[src/rtl/chunk_pkg.sv]
// Shared constants and state encoding for the chunked result transmitter.
package chunk_pkg;
  localparam int CHUNK_W    = 32;
  localparam int NUM_CHUNKS = 8;
  localparam int CNT_W      = 7;
  localparam logic [CNT_W-1:0] CNT_ERR = 7'h7F;

  typedef enum logic [1:0] {
    IDLE   = 2'd0,
    LOADED = 2'd1,
    DRAIN  = 2'd2
  } state_e;
endpackage

[src/rtl/chunk_tx_if.sv]
// Result handshake from the arithmetic unit plus the GPIO request/ack bus.
interface chunk_tx_if import chunk_pkg::*; #(
  parameter int CHUNK_W    = chunk_pkg::CHUNK_W,
  parameter int NUM_CHUNKS = chunk_pkg::NUM_CHUNKS,
  parameter int CNT_W      = chunk_pkg::CNT_W
);
  logic                                res_valid;
  logic                                res_ready;
  logic [NUM_CHUNKS-1:0][CHUNK_W-1:0]  res_data;
  logic [CNT_W-1:0]                    mb_cnt;
  logic [CNT_W-1:0]                    cnt;
  logic [CHUNK_W-1:0]                  out_chunk;

  modport master (output res_valid, res_data, mb_cnt,
                  input  res_ready, cnt, out_chunk);
  modport slave  (input  res_valid, res_data, mb_cnt,
                  output res_ready, cnt, out_chunk);
endinterface

[src/rtl/cnt_sync.sv]
// Brings the MicroBlaze request index into clk and flags a new, settled request.
module cnt_sync import chunk_pkg::*; #(
  parameter int W = chunk_pkg::CNT_W
) (
  input  logic         clk,
  input  logic         reset,
  input  logic [W-1:0] mb_cnt,
  input  logic [W-1:0] cur_cnt,
  output logic [W-1:0] req_idx,
  output logic         req_strobe
);
  logic [W-1:0] s1_q, s2_q, cmp_q;

  always_ff @(posedge clk or negedge reset) begin
    if (!reset) begin
      s1_q  <= '0;
      s2_q  <= '0;
      cmp_q <= '0;
    end else begin
      s1_q  <= mb_cnt;
      s2_q  <= s1_q;
      cmp_q <= s2_q;
    end
  end

  // Two equal synchronized samples filter out bits caught mid-transition.
  assign req_idx    = s2_q;
  assign req_strobe = (s2_q == cmp_q) && (s2_q != cur_cnt);
endmodule

[src/rtl/chunk_tx.sv]
// Holds one wide result and serves it chunk by chunk to a GPIO request/ack bus.
module chunk_tx import chunk_pkg::*; #(
  parameter int CHUNK_W    = chunk_pkg::CHUNK_W,
  parameter int NUM_CHUNKS = chunk_pkg::NUM_CHUNKS,
  parameter int CNT_W      = chunk_pkg::CNT_W
) (
  input  logic       clk,
  input  logic       reset,
  chunk_tx_if.slave  bus
);
  localparam int IDX_W = (NUM_CHUNKS > 1) ? $clog2(NUM_CHUNKS) : 1;
  localparam logic [CNT_W-1:0] ERR  = CNT_W'(CNT_ERR);
  localparam logic [CNT_W-1:0] LAST = CNT_W'(NUM_CHUNKS);

  state_e                             state_q, state_d;
  logic [NUM_CHUNKS-1:0][CHUNK_W-1:0] buf_q, buf_d;
  logic [CNT_W-1:0]                   cnt_q, cnt_d;
  logic [CHUNK_W-1:0]                 chunk_q, chunk_d;
  logic                               rdy_q, rdy_d;
  logic [CNT_W-1:0]                   req_idx;
  logic                               req_strobe;
  logic                               capture;
  logic [IDX_W-1:0]                   sel;

  cnt_sync #(.W(CNT_W)) u_sync (
    .clk        (clk),
    .reset      (reset),
    .mb_cnt     (bus.mb_cnt),
    .cur_cnt    (cnt_q),
    .req_idx    (req_idx),
    .req_strobe (req_strobe)
  );

  assign capture = (state_q == IDLE) && rdy_q && bus.res_valid;
  assign sel     = req_idx[IDX_W-1:0] - IDX_W'(1);

  always_ff @(posedge clk or negedge reset) begin
    if (!reset) begin
      state_q <= IDLE;
      buf_q   <= '0;
      cnt_q   <= '0;
      chunk_q <= '0;
      rdy_q   <= 1'b0;
    end else begin
      state_q <= state_d;
      buf_q   <= buf_d;
      cnt_q   <= cnt_d;
      chunk_q <= chunk_d;
      rdy_q   <= rdy_d;
    end
  end

  always_comb begin
    state_d = state_q;
    case (state_q)
      IDLE:    if (capture) state_d = LOADED;
      LOADED:  if (req_strobe && req_idx == LAST) state_d = DRAIN;
      DRAIN:   if (req_strobe && req_idx == '0) state_d = IDLE;
      default: state_d = IDLE;
    endcase
  end

  // Ready follows IDLE one cycle late, so a release edge can never also capture.
  always_comb begin
    buf_d   = buf_q;
    cnt_d   = cnt_q;
    chunk_d = chunk_q;
    rdy_d   = (state_q == IDLE) && !capture;
    if (capture) buf_d = bus.res_data;
    if (req_strobe) begin
      if (req_idx == '0) begin
        cnt_d   = '0;
        chunk_d = '0;
      end else if (state_q == IDLE || req_idx > LAST) begin
        cnt_d   = ERR;
        chunk_d = '0;
      end else begin
        cnt_d   = req_idx;
        chunk_d = buf_q[sel];
      end
    end
  end

  assign bus.res_ready = rdy_q;
  assign bus.cnt       = cnt_q;
  assign bus.out_chunk = chunk_q;
endmodule

[src/flat_wrapper.sv]
// flat-port wrapper written by rule: the top's interface ports become plain ports
module chunk_tx_flat import chunk_pkg::*;
#(
  parameter int CHUNK_W    = chunk_pkg::CHUNK_W,
  parameter int NUM_CHUNKS = chunk_pkg::NUM_CHUNKS,
  parameter int CNT_W      = chunk_pkg::CNT_W
)
  (clk, reset, bus_res_valid, bus_res_data, bus_mb_cnt, bus_res_ready, bus_cnt, bus_out_chunk);
  chunk_tx_if #(.CHUNK_W(CHUNK_W), .NUM_CHUNKS(NUM_CHUNKS), .CNT_W(CNT_W)) bus_i ();
  input  logic clk;
  input  logic reset;
  input wire logic [$bits(bus_i.res_valid)-1:0] bus_res_valid;
  input wire logic [$bits(bus_i.res_data)-1:0] bus_res_data;
  input wire logic [$bits(bus_i.mb_cnt)-1:0] bus_mb_cnt;
  output wire logic [$bits(bus_i.res_ready)-1:0] bus_res_ready;
  output wire logic [$bits(bus_i.cnt)-1:0] bus_cnt;
  output wire logic [$bits(bus_i.out_chunk)-1:0] bus_out_chunk;
  assign bus_i.res_valid = bus_res_valid;
  assign bus_i.res_data = bus_res_data;
  assign bus_i.mb_cnt = bus_mb_cnt;
  assign bus_res_ready = bus_i.res_ready;
  assign bus_cnt = bus_i.cnt;
  assign bus_out_chunk = bus_i.out_chunk;
  chunk_tx #(.CHUNK_W(CHUNK_W), .NUM_CHUNKS(NUM_CHUNKS), .CNT_W(CNT_W)) u_core (.clk(clk), .reset(reset), .bus(bus_i));
endmodule
[config.mk]
export PLATFORM = sky130hd
export DESIGN_NAME = chunk_tx_flat
export DESIGN_NICKNAME = d
export VERILOG_FILES = /design/src/rtl/chunk_pkg.sv /design/src/rtl/chunk_tx_if.sv /design/src/rtl/cnt_sync.sv /design/src/rtl/chunk_tx.sv /design/src/flat_wrapper.sv
export SDC_FILE = /design/constraint.sdc
export NUM_CORES = 1
export LEC_CHECK = 0
export BUFFER_PORTS_ARGS = -buffer_cell sky130_fd_sc_hd__buf_2
export CORE_UTILIZATION = 49
export CTS_CLUSTER_DIAMETER = 50
export CTS_CLUSTER_SIZE = 14
export DETAILED_ROUTE_END_ITERATION = 7
export PLACE_DENSITY = 0.87
export SETUP_SLACK_MARGIN = 0.02
export SKIP_LAST_GASP = 1
export SLEW_MARGIN = 20
export SYNTH_ARGS = -nofsm -noshare
export SYNTH_HDL_FRONTEND = slang
export SYNTH_SLANG_ARGS = --single-unit
[constraint.sdc]
create_clock -name clk -period 2.8 [get_ports clk]
set_input_delay 0.28 -clock clk [delete_from_list [all_inputs] [get_ports clk]]
set_output_delay 0.28 -clock clk [all_outputs]
set_load 0.005 [all_outputs]
======== Word level (Yosys, flattened, before mapping) ========
Index checks and enable logic that the tools add are counted.
word-level totals
  flip-flop bits (word level) ............. 319
  input bits .............................. 266
  logic and storage cells ................. 47
  output and inout port bits .............. 40
cells by class
  eq/ne operators ......................... 8
  multiplexer cells ....................... 10
  reduce and logical (&&, ||, !) cells .... 11
  order comparisons ....................... 2
  $add $sub $neg .......................... 1
operators by type and width
  kind                 number
  $bmux 32 s3          1
  $mux 32              3
  $mux 7               2
  $eq 7x4->1 const B   1
  $eq 7x7->1           1
  $gt 7x4->1 const B   1
  $logic_not 7->1      1
  $ne 7x7->1           1
  $logic_and 1x1->1    6
  $mux 2               3
  $ne 2x1->1 const B   3
  $pmux 2 s3           1
  $lt 3x4->1 const B   1
  $reduce_and 3->1     1
  $sub 3x1->3 const B  1
  $eq 2x1->1 const B   1
  $eq 2x2->1 const B   1
  $logic_not 2->1      1
  $logic_not 1->1      1
  $logic_or 1x1->1     1

======== Logic depth before layout (Yosys ltp) ========
  depth in word-level cells ............... 5
  gate-level depth with buffers ........... 11
  mapped depth without buffers ............ 6

======== By module ========
A second synthesis with hierarchy kept.
second synthesis, totals
  cell total of the unflattened synthesis .. 964
  area total of the unflattened synthesis .. 15049.4 um2
by module, submodules not included
  module    times used  area each (um2)  cells an instance  seq. area each (um2)
  chunk_tx  1           14371.3          924                7457.2
  cnt_sync  1           678.2            40                 525.5

======== Least setup slack after synthesis ========
OpenSTA, ideal clock, no wires.
  path type ............................... flip-flop to flip-flop
  start ................................... register u_core.u_sync.s2_q[0], in the netlist u_core.u_sync.req_idx[0]
  end ..................................... register u_core.chunk_q[19], in the netlist u_core.bus.out_chunk[19]
  arrival ................................. 2.695 ns
  cell stages (with the launch flop) ...... 12
  path slack .............................. -0.019 ns
  setup time .............................. 0.125 ns
  data required time ...................... 2.675 ns
  clock period less this slack ............ 2.819 ns
  path buffers ............................ 5
  cell sequence ........................... dfrtp_1 > buf_6 > buf_12 > buf_6 > inv_1 > ha_1 > clkbuf_1 > clkbuf_1 > mux4_2 > mux2_2 > and3_1 > mux2_2
on the way
  cells in the longest elaborated chain, start to end .. 5
  elaborated cells between the ends (all ways) .. 11
  those cells by class .................... add/sub: 1; order compare: 1; eq/ne: 2; mux: 4; reduce/logical: 3
ends and longest elaborated chain
  what                           RTL line        text
  start: declaration             cnt_sync.sv:12  logic [W-1:0] s1_q, s2_q, cmp_q;
  start signal: assignment       cnt_sync.sv:21  s2_q <= s1_q;
  $sub 3x1->3                    chunk_tx.sv:35  assign sel = req_idx[IDX_W-1:0] - IDX_W'(1);
  $bmux 32 s3                    chunk_tx.sv:79  chunk_d = buf_q[sel];
  $mux 32 (not written as such)  chunk_tx.sv:79
  $mux 32                        chunk_tx.sv:74  end else if (state_q == IDLE || req_idx > LAST) begin
  $mux 32                        chunk_tx.sv:71  if (req_idx == '0) begin
  end signal: assignment         chunk_tx.sv:48  chunk_q <= chunk_d;
  end: declaration               chunk_tx.sv:18  logic [CHUNK_W-1:0] chunk_q, chunk_d;
Parallel ways exist; a longest one is shown, timed or not. The select of a mux whose other input is x is not followed.
A chain may end at the register's enable or synchronous reset.

======== Final worst setup path ========
  start ................................... register u_core.u_sync.s2_q[1], in the netlist u_core.u_sync.req_idx[1]
  end ..................................... register u_core.chunk_q[9], in the netlist u_core.bus.out_chunk[9]
The elaborated chain is that of the path after synthesis.

==> flow_summary_export.csv <==
group,metric,value,unit
flow_run,cap_violations,0,
clocking,cts_sinks,319,
finish,num-nets-final,1627,
placement,dp_hpwl,21700,um
finish,fin_cells,1765,
placement,placedCellCount,1496,
routing,drc,0,
die,rows,61,
die,start_util,50.2,%
clocking,cts_buffer_depth,3,
timing,worstMarginPinSlew,0.704,ns
grt,grt_pass1_vias,10900,
worst_setup_path,path_class,"flip-flop to flip-flop",
logic_synthesis,synth_flop_cell,"dfrtp_1",
logic_synthesis,synth.avg_cell_area,16.6,um^2
timing,finalSetupViolCount,0,
logic_synthesis,synthCells,847,
grt,grt_max_degree,108,
grt,grt_most_used_layer,"met2",
logic_synthesis,synth_seq_cells,319,
finish,nFillCells,1771,
clocking,path_clk_slew,0.07,ns
logic_synthesis,seq_area_frac_synth,56.9,%
placement,place_congestion,0.759,
die,die_h,171,um
routing,route.vias.total,9650,
grt,grt_pass1_wl,59200,um
finish,ff_latch_area,7990,um^2
clocking,cts_resized,0,
timing,grt_setup_unrepaired,"no",
clocking,htree_num_levels,2,
die,ios,306,
timing,skew,0.0210,ns
logic_synthesis,ys_async_sr_fraction,100,%
finish,drive_gt1_share,55.8,%
die,die_w,171,um
grt,grt_use_met1,30.5,%
worst_setup_path,cp_slowest_cell,"ha_4",
worst_setup_path,cp-end-kind,"flip-flop",
die,coreArea,27900,um^2
worst_setup_path,slowest_delay,0.49,ns
grt,use_met2,46.9,%
routing,first_iter_violations,462,
logic_synthesis,synth_top_cell_by_area,"dfrtp_1",
clocking,cts_root_buf,"clkbuf_16",
clocking,post_cts_buffers,0,
outcome,status,"completed",
clocking,clock_latency,0.52,ns
grt,grt_overflow,0,
logic_synthesis,ys_warn_count,0,
routing,wire_per_inst,21.9,um
worst_setup_path,arrival,2.85,ns
grt,grtUsageMet3,5.90,%
routing,ant_nets,0,
finish,multi_input_area,5760,um^2
timing,min_period_over_period,88.2,%
worst_setup_path,path_buf_inv,2,
worst_setup_path,path_delay_family,"multiplexers",
placement,io_buffers,305,
grt,antenna_found_initial,3,
worst_setup_path,cp_max_fo,21,
routing,avgViaCountPerCell,5.47,
power_and_ir_drop,ir_worst_vdd,0.000465,V
logic_synthesis,synth_top_area_share,56.9,%
finish,syn2layout_area_growth,38.4,%
clocking,cts_buffers,36,
timing,drv_slew,0,
logic_synthesis,synth-edff-count,0,
logic_synthesis,ys_top_cells_by_count,"319 x dfrtp_1, 319 x mux2_2, 53 x mux4_2, 32 x and3_1, 29 x buf_2",
routing,firstDrtPassIters,4,
clocking,ctsHoldBuffers,193,
grt,grt.total_usage,26.8,%
timing,clock.fmax,405,MHz
power_and_ir_drop,power,0.0106,W
timing,finalHoldViolations,0,
logic_synthesis,synth.area.top_cells,"dfrtp_1 57%, mux2_2 26%, mux4_2 8.5%, mux4_1 2.1%, and3_1 1.4%",
die,die_area,29300,um^2
logic_synthesis,synth_area,14000,um^2
worst_setup_path,crit_top_cell,"mux2_2",
hold_path,min_path_type,"input pin to flip-flop",
logic_synthesis,synth_nets,1115,
timing,relSlewSlack,52.6,%
worst_setup_path,worst_setup_path_start_kind,"flip-flop",
power_and_ir_drop,total_leakage_power,9.86,nW
worst_setup_path,path_cells,"inv_1 -> ha_4 -> buf_12 -> mux4_2 -> mux2_2 -> and3_1 -> mux2_2",
worst_setup_path,worst_ep_required_time,3.18,ns
power_and_ir_drop,power_density,545,nW/um^2
timing,fin_crit,2.47,ns
logic_synthesis,ys_types,31,
clocking,cts_tree,"built",
routing,totalWireLength,38700,um
cell families after synthesis:
family / Yosys count / synth area share (%)
XOR/XNOR: 15 / 0.937
AND/OR/NAND/NOR: 46 / 1.98
AO/OA/AOI/OAI: 11 / 0.651
adder cells (fa/ha/maj): 2 / 0.178
flip-flops: 319 / 56.9
multiplexers: 391 / 36.9
buffers and inverters: 63 / 2.38
flip-flops by register name, summed over array words and instances (netlist names):
register and cells:
u_core.buf_q 256, u_core.bus.out_chunk 32, u_core.bus.cnt 7, u_core.u_sync.cmp_q 7, u_core.u_sync.req_idx 7, u_core.u_sync.s1_q 7
u_core.state_q 2, u_core.bus.res_ready 1
cell type report:
type	instances	share of cell area [%]
flip-flops and latches	319	41.2
well taps	378	2.44
multi-input cells	465	29.7
diodes	4	0.0516
clock buffers	41	5.06
repair buffers	530	20.1
clock inverters	21	1.37
inverters	7	0.135
worst register-to-register path, cell delays in order (launching register included):
cell and delay [ns]:
dfrtp_1 0.40, inv_1 0.11, ha_4 0.49, buf_12 0.26
mux4_2 0.36, mux2_2 0.28, and3_1 0.18, mux2_2 0.27
layout by cell type (no fill, tap or decap), types with 3 or more instances in the layout:
| cell type | count |
|---|---|
| mux2_2 | 319 |
| dfrtp_1 | 318 |
| buf_2 | 304 |
| dlygate4sd3_1 | 203 |
| mux4_2 | 53 |
| clkbuf_16 | 38 |
| and3_1 | 32 |
| buf_12 | 13 |
| mux4_1 | 11 |
| buf_4 | 9 |
| inv_1 | 7 |
| xor2_1 | 7 |
| xnor2_1 | 7 |
| mux2_4 | 5 |
| clkinv_2 | 5 |
| diode_2 | 4 |
| bufinv_16 | 4 |
| nand2b_1 | 3 |
| mux2i_1 | 3 |
| a21boi_0 | 3 |
| clkinvlp_4 | 3 |
| clkinv_4 | 3 |
metal layers:
metal  up-vias  wire [um]
li1       4170          -
met1      4925      14300
met2       416      20200
met3       139       2260
met4         0       1910
met5         -          0
power by group:
group          internal [W]  switching [W]  leakage (nW)
sequential          0.00466      0.0000483          4.40
clock               0.00294        0.00200         0.608
combinational      0.000499       0.000423          4.85
metrics by stage:
| stage | instance area (um^2) | setup TNS (ns) | setup WS (ns) | hold WS (ns) | utilization [%] |
|---|---|---|---|---|---|
| 2_1_floorplan | 14000 | -0.423 | -0.0193 | -0.0156 | - |
| 3_3_place_gp | 16100 | 0 | 0.348 | 0.297 | 57.7 |
| 3_5_place_dp | 16100 | 0 | 0.305 | 0.303 | 57.7 |
| 4_1_cts | 19300 | 0 | 0.307 | 0.0000177 | 69.1 |
| 5_1_grt | 19400 | 0 | 0.209 | 0.000101 | 69.4 |
| 6_report | 19400 | 0 | 0.330 | 0.00972 | 69.4 |
path summary, 6_finish.rpt:
| check | startpoint | endpoint | slack, ns | cells past startpoint |
|---|---|---|---|---|
| setup / recovery | u_core.u_sync.req_idx[1] | u_core.bus.out_chunk[9] | 0.33 | 7 |
| hold / removal | bus_res_data[22] | u_core.buf_q[22] | 0.01 | 2 |
| setup reg to reg | u_core.u_sync.req_idx[1] | u_core.bus.out_chunk[9] | 0.33 | 7 |
| hold reg to reg | u_core.u_sync.s1_q[2] | u_core.u_sync.req_idx[2] | 0.35 | 0 |
| max in group asynchronous | reset | u_core.bus.out_chunk[9] | 1.61 | 3 |
| min in group asynchronous | reset | u_core.buf_q[89] | 0.32 | 2 |
No activity file was read; power rests on OpenSTA's default activity.
